===== src/rtl/mpl_psum_reader.sv =====
// mpl_psum_reader: streams psum tiles from SRAM to the max-pool unit in 2x2 pooled order.
module mpl_psum_reader #(
    parameter int psum_bw = 16,
    parameter int col     = 8
) (
    input  logic                     clk,
    input  logic                     reset,
    input  logic                     start,
    input  logic [4:0]               num_tiles,
    output logic                     sram_cen,
    output logic [7:0]               sram_addr,
    input  logic [psum_bw*col-1:0]   sram_rdata,
    output logic [3:0]               order,
    output logic                     enable,
    output logic [psum_bw*col-1:0]   mpl_in,
    output logic [3:0]               mpl_tile,
    output logic                     busy,
    output logic                     done
);
    typedef enum logic [1:0] {IDLE, ISSUE, DRAIN, DONE} state_t;
    state_t     state;
    logic [3:0] tile, cnt, last_tile;
    logic       issue;
    always_ff @(posedge clk) begin
        if (reset) begin
            state     <= IDLE;
            tile      <= '0;
            cnt       <= '0;
            last_tile <= '0;
            enable    <= 1'b0;
            mpl_tile  <= '0;
        end else begin
            enable   <= state == ISSUE;
            mpl_tile <= tile;
            case (state)
                IDLE: if (start) begin
                    tile      <= '0;
                    cnt       <= '0;
                    last_tile <= num_tiles >= 5'd16 ? 4'd15 : num_tiles[3:0] - 4'd1;
                    state     <= num_tiles == 5'd0 ? DONE : ISSUE;
                end
                ISSUE: begin
                    cnt <= cnt + 4'd1;
                    if (cnt == 4'd15) begin
                        if (tile == last_tile) state <= DRAIN;
                        else tile <= tile + 4'd1;
                    end
                end
                DRAIN: state <= DONE;
                default: state <= IDLE;
            endcase
        end
    end
    // Bit swap walks each 2x2 window of the 4x4 o_nij grid before moving on.
    assign issue     = state == ISSUE;
    assign sram_cen  = !issue;
    assign order     = issue ? cnt : 4'd0;
    assign sram_addr = issue ? {tile, cnt[3], cnt[1], cnt[2], cnt[0]} : 8'd0;
    assign mpl_in    = sram_rdata;
    assign busy      = state != IDLE;
    assign done      = state == DONE;
endmodule


===== config.mk =====
export PLATFORM = sky130hd
export DESIGN_NAME = mpl_psum_reader
export DESIGN_NICKNAME = d
export VERILOG_FILES = /design/src/rtl/mpl_psum_reader.sv
export SDC_FILE = /design/constraint.sdc
export NUM_CORES = 1
export LEC_CHECK = 0
export BUFFER_PORTS_ARGS = -buffer_cell sky130_fd_sc_hd__buf_2
export CORE_AREA = 4 4 107 109
export CTS_CLUSTER_DIAMETER = 30
export DETAILED_ROUTE_END_ITERATION = 12
export DIE_AREA = 0 0 111 113
export HOLD_SLACK_MARGIN = 0.15
export PLACE_DENSITY = 0.65
export RECOVER_POWER = 100
export REMOVE_ABC_BUFFERS = 1
export SLEW_MARGIN = 5
export SYNTH_ARGS = -nofsm -noshare
export SYNTH_HDL_FRONTEND = slang
export SYNTH_SLANG_ARGS = --single-unit

===== constraint.sdc =====
create_clock -name clk -period 3.3 [get_ports clk]
set_input_delay 0.33 -clock clk [delete_from_list [all_inputs] [get_ports clk]]
set_output_delay 0.33 -clock clk [all_outputs]
set_load 0.05 [all_outputs]

* Word level (Yosys, flattened, before mapping)
Cells that the tools add are included.
W data, S select, Z words.
** Operators by class
- Order comparisons :: 1
- Equality and inequality tests :: 9
- Add/sub/neg operators :: 3
- Mux-type cells :: 13
- Reductions and logical operators :: 9
** Operators with widths (count)
- $mux W4 :: 5
- $pmux W4 S2 :: 2
- $add A4 B1 Y4 const B :: 2
- $mux W2 :: 4
- $mux W8 :: 1
- $pmux W2 S3 :: 1
- $ge A5 B5 Y1 const B :: 1
- $logic_not A5 Y1 :: 1
- $eq A2 B2 Y1 const B :: 2
- $eq A4 B4 Y1 :: 1
- $eq A4 B4 Y1 const B :: 1
- $ne A2 B1 Y1 const B :: 2
- $ne A2 B2 Y1 const B :: 2
- $reduce_and A2 Y1 :: 2
- $reduce_and A4 Y1 :: 1
- $reduce_bool A2 Y1 :: 2
- $sub A4 B1 Y4 const B :: 1
- $reduce_and A3 Y1 :: 1
- $eq A2 B1 Y1 const B :: 1
- $logic_not A2 Y1 :: 1
- $logic_not A1 Y1 :: 1
** Storage, ports and cells
- Input bits :: 136
- Output and inout bits :: 148
- Word-level logic and storage cells :: 41
- Flip-flop bits (word level) :: 19

* Longest topological paths before layout
- Depth in word-level cells :: 4
- Depth in mapped cells :: 7
- Gate-level depth less buffers :: 6

* Worst setup path after synthesis
Ideal clock, no wire load.
- Path type :: register to output
- From :: reg state[1]
- To :: out sram_addr[0]
- Path buffers :: 2
- Cell stages (with the launch flop) :: 6
- Setup slack :: 1372 ps
- Data arrival time :: 1598 ps
- Data required time :: 2970 ps
- Path through :: dfxtp_1 inv_1 ha_1 clkbuf_1 and2_1 buf_4
** On the way
- Longest elaborated chain between the ends :: 2
** RTL lines
- start, declared :: line 21 : state_t state;
- start signal, assigned :: line 40 : state <= num_tiles == 5'd0 ? DONE : ISSUE;
- $eq A2 B1 Y1 :: line 55 : assign issue = state == ISSUE;
- named net issue :: line 23 : logic issue;
- $mux W8 :: line 58 : assign sram_addr = issue ? {tile, cnt[3], cnt[1], cnt[2], cnt[0]} : 8'd0;
- end, declared :: line 11 : output logic [7:0] sram_addr,
The timed path passes the listed nets, and every way through them passes these cells.

* Final worst setup path
- From :: reg state[1]
- To :: out order[3]
** On the way
- Longest elaborated chain between the ends :: 2
** RTL lines
- $eq A2 B1 Y1 :: line 55
- named net issue :: line 23
- $mux W4 :: line 57 : assign order = issue ? cnt : 4'd0;
- end, declared :: line 13 : output logic [3:0] order,
The timed path passes the listed nets, and every way through them passes these cells.

==> impl_metrics.xml <==
<?xml version="1.0" encoding="UTF-8"?>
<metrics>
  <group name="setup_path">
    <metric name="critical-path-slowest-cell" unit="">clkbuf_1</metric>
    <metric name="crit_required" unit="ns">2.97</metric>
    <metric name="worst_ep_arrival_time" unit="ns">2.00</metric>
    <metric name="ff2ff_path_depth" unit="">6</metric>
    <metric name="critPathCaptureType" unit="">output pin</metric>
    <metric name="cp.depth" unit="">4</metric>
    <metric name="crit_chain" unit="">inv_1 -&gt; ha_1 -&gt; and2_1 -&gt; clkbuf_1</metric>
    <metric name="worst_path_largest_cell_delay" unit="ns">0.50</metric>
    <metric name="critical_path.startpoint_type" unit="">register</metric>
    <metric name="worstSetupPathType" unit="">reg -&gt; out</metric>
    <metric name="timing.critical_path.max_delay_family" unit="">buffers and inverters</metric>
    <metric name="r2r_slack" unit="ns">1.26</metric>
    <metric name="worst-path-max-fanout" unit="">15</metric>
    <metric name="cp_num_buf_inv" unit="">2</metric>
  </group>
  <group name="pwr">
    <metric name="netSwitchingPower" unit="uW">377</metric>
    <metric name="pwr-share-seq" unit="%">34.6</metric>
    <metric name="fin_total_pwr" unit="uW">831</metric>
    <metric name="cellPowerDensity" unit="nW/um^2">601</metric>
    <metric name="power.clock.fraction" unit="%">21.7</metric>
    <metric name="power.static_leakage" unit="nW">0.515</metric>
    <metric name="swShare" unit="%">45.4</metric>
    <metric name="vdd_drop_max" unit="uV">318</metric>
    <metric name="p_int" unit="uW">454</metric>
    <metric name="power_frac_comb" unit="%">43.7</metric>
  </group>
  <group name="worst_hold_path">
    <metric name="min_path_cells" unit="">2</metric>
    <metric name="hp-class" unit="">in -&gt; reg</metric>
  </group>
  <group name="clock_network">
    <metric name="cts.path.max_buffers" unit="">2</metric>
    <metric name="post_cts_resized" unit="">0</metric>
    <metric name="postCtsSetupRepairBufs" unit="">0</metric>
    <metric name="cts-buffers-inserted" unit="">3</metric>
    <metric name="clock_latency" unit="ns">0.27</metric>
    <metric name="htree_levels" unit="">1</metric>
    <metric name="clk_transition_reported_paths" unit="ns">0.09</metric>
    <metric name="post_cts_hold_buffer_count" unit="">0</metric>
    <metric name="cts_tree" unit="">built</metric>
    <metric name="ctsRootBufferMaster" unit="">clkbuf_8</metric>
    <metric name="numClockSinks" unit="">19</metric>
  </group>
  <group name="floorplan">
    <metric name="effective_utilization_at_floorplan" unit="%">19.4</metric>
    <metric name="ioPinCount" unit="">284</metric>
    <metric name="core_area" unit="sq um">10600</metric>
    <metric name="placement_rows" unit="">38</metric>
    <metric name="floorplan.die_area" unit="sq um">12500</metric>
    <metric name="die_height" unit="microns">113</metric>
    <metric name="die_width" unit="microns">111</metric>
  </group>
  <group name="global_route">
    <metric name="overall_global_routing_usage" unit="%">33.2</metric>
    <metric name="grt_ovf" unit="">0</metric>
    <metric name="number_of_antenna_violations_at_the_first_check_in_global_routing" unit="">0</metric>
    <metric name="grt_pass1_vias" unit="">1230</metric>
    <metric name="grt_pass1_wl" unit="microns">24800</metric>
    <metric name="largest_net_degree_at_the_start_of_global_routing" unit="">22</metric>
  </group>
  <group name="routing">
    <metric name="drt_iter0_markers" unit="">120</metric>
    <metric name="routed-via-count" unit="">1406</metric>
    <metric name="vias_per_cell" unit="">4.93</metric>
    <metric name="drt_first_pass_iters" unit="">4</metric>
    <metric name="route.detailed.wl_per_inst" unit="microns">75.7</metric>
    <metric name="routed_wirelength" unit="microns">21600</metric>
    <metric name="antenna_violating_nets_post_route" unit="">0</metric>
    <metric name="drc" unit="">0</metric>
  </group>
  <group name="sta">
    <metric name="finalClockSkew" unit="ns">0.00946</metric>
    <metric name="fin_worst_hold_slack" unit="ns">0.281</metric>
    <metric name="setup_repair_after_global_routing_missed_its_margin" unit="">no</metric>
    <metric name="totalNegativeSetupSlack" unit="ns">0</metric>
    <metric name="period_needed" unit="ns">2.33</metric>
    <metric name="tightestPinTransition" unit="ns">0.617</metric>
    <metric name="finalMaxSlewViolations" unit="">0</metric>
    <metric name="timing.final.crit_share" unit="%">70.7</metric>
    <metric name="maxSlewHeadroom" unit="%">59.1</metric>
    <metric name="final_hold_viol_count" unit="">0</metric>
    <metric name="max_freq" unit="MHz">429</metric>
    <metric name="timing.final.setup_violations" unit="">0</metric>
  </group>
  <group name="yosys">
    <metric name="count_of_flip_flops_with_a_built_in_enable_after_synthesis" unit="">0</metric>
    <metric name="ys_top_cells_by_area" unit="">buf_4 48%, dfxtp_1 19%, ha_1 5.5%</metric>
    <metric name="netlist.area_leader.share" unit="%">48.2</metric>
    <metric name="post_synth_instance_area" unit="sq um">2050</metric>
    <metric name="synth_cells" unit="">250</metric>
    <metric name="post-synth-top-count-cell" unit="">buf_4</metric>
    <metric name="syn_area_per_cell" unit="sq um">8.22</metric>
    <metric name="synth_area_leader_cell" unit="">buf_4</metric>
    <metric name="netlist-cell-type-count" unit="">37</metric>
    <metric name="synth-seq-cells" unit="">19</metric>
    <metric name="postSynth.topFlopCell" unit="">dfxtp_1</metric>
    <metric name="synthArstFlopShare" unit="%">0</metric>
    <metric name="synth_common_cells" unit="">132 x buf_4, 19 x dfxtp_1, 12 x nor2_1</metric>
    <metric name="seq_area_frac_synth" unit="%">18.5</metric>
    <metric name="yosysWarningCount" unit="">0</metric>
  </group>
  <group name="layout">
    <metric name="multiInputGateArea" unit="sq um">642</metric>
    <metric name="instances_no_fill" unit="">285</metric>
    <metric name="filler_cell_count" unit="">1231</metric>
    <metric name="design.final.nets" unit="">291</metric>
    <metric name="area.growth.synth_to_final" unit="%">-32.7</metric>
    <metric name="insertedDiodeCount" unit="">0</metric>
    <metric name="final_design_area_no_fill" unit="sq um">1380</metric>
    <metric name="share_of_post_route_cells_with_drive_strength_above_1" unit="%">10.3</metric>
    <metric name="sequential_cell_area" unit="sq um">380</metric>
  </group>
  <group name="placement">
    <metric name="place_inst" unit="">281</metric>
    <metric name="dpl_cell_area" unit="sq um">1360</metric>
    <metric name="place.port_buffers" unit="">27</metric>
    <metric name="hpwl" unit="microns">20700</metric>
    <metric name="place.gp.congestion" unit="">1.19</metric>
  </group>
  <group name="job">
    <metric name="maxCapViolCount" unit="">0</metric>
  </group>
  <group name="status">
    <metric name="status" unit="">finished, final reports clean</metric>
  </group>
</metrics>
[path summary, 6_finish.rpt]
check                                           start                        end
worst min register to register    cnt[3]$_SDFFE_PP0P_        cnt[3]$_SDFFE_PP0P_
worst max register to register  state[1]$_SDFFE_PP0P_       tile[3]$_SDFFE_PP0P_
worst min-delay path                     num_tiles[0]  last_tile[0]$_SDFFE_PP0P_
worst max-delay path            state[1]$_SDFFE_PP0P_                   order[3]
[final cells by class]
cell class	instances	area share, %
clock buffers	3	2.99
inverters	7	1.90
flip-flops and latches	19	27.5
well taps	140	12.7
repair buffers	27	7.96
multi-input cells	88	46.4
clock inverters	1	0.543
[worst reg2reg max path, stage by stage (launching register included)]
cell and delay, ns:
dfxtp_1 0.36, inv_1 0.11, ha_1 0.49, mux2i_1 0.30, or3b_1 0.42, o211ai_1 0.16
a21oi_1 0.08
[state kept, by name, indices dropped and copies added (netlist names)]
| register | count |
|---|---|
| tile | 4 |
| state | 2 |
| last_tile | 4 |
| cnt | 4 |
| enable | 1 |
| mpl_tile | 4 |
[placed cells by master (no fill, tap or decap), types with 2 or more instances in the layout]
cell | netlist | final
xnor2_1 | 2 | 2
xor2_1 | 3 | 3
ha_1 | 9 | 9
nor2_1 | 12 | 12
clkbuf_1 | 3 | 20
o21ai_0 | 2 | 3
nand3_1 | 3 | 3
buf_2 | 0 | 7
inv_1 | 7 | 7
dfxtp_1 | 19 | 19
nand2b_1 | 2 | 2
nor2b_1 | 5 | 5
nand2_1 | 4 | 4
and2_1 | 9 | 8
mux2_1 | 2 | 2
or4b_1 | 2 | 2
clkbuf_8 | 0 | 3
a311oi_1 | 4 | 4
nor3_1 | 5 | 5
a21oi_1 | 5 | 5
o211ai_1 | 3 | 3
[per-stage QoR]
step           setup slack (ns)  util (%)
2_1_floorplan              1.45         -
3_3_place_gp               1.34      12.8
3_5_place_dp               1.30      12.8
4_1_cts                    1.19      13.3
5_1_grt                   0.852      13.0
6_report                  0.967      13.0
[power by group through the flow]
| stage | combinational, mW | clock (mW) | sequential [mW] |
|---|---|---|---|
| global placement | 0.362 | 0 | 0.290 |
| global route | 0.398 | 0.195 | 0.291 |
| finish | 0.363 | 0.180 | 0.287 |
| detailed placement | 0.365 | 0 | 0.293 |
| floorplan | 0.269 | 0 | 0.297 |
| CTS | 0.367 | 0.189 | 0.287 |
[kinds of logic (layout without fill, tap and decap cells)]
logic type	count (synthesis)	count (layout)	share of synthesized area, %
buf+inv	143	38	50.2
compound gates	20	20	6.88
simple gates	50	50	14.4
flops	19	19	18.5
mux	3	3	1.58
xor+xnor	6	6	2.92
fa+ha+maj	9	9	5.48
[routing by layer]
layer | vias up | GRT usage (%) | wire length (microns)
met5 | - | 9.41 | 168
met1 | 574 | 10.3 | 2470
met2 | 302 | 58.9 | 10700
met4 | 6 | 20.0 | 1790
met3 | 62 | 48.6 | 6410
li1 | 462 | - | -
(Power assumes the default switching activity.)
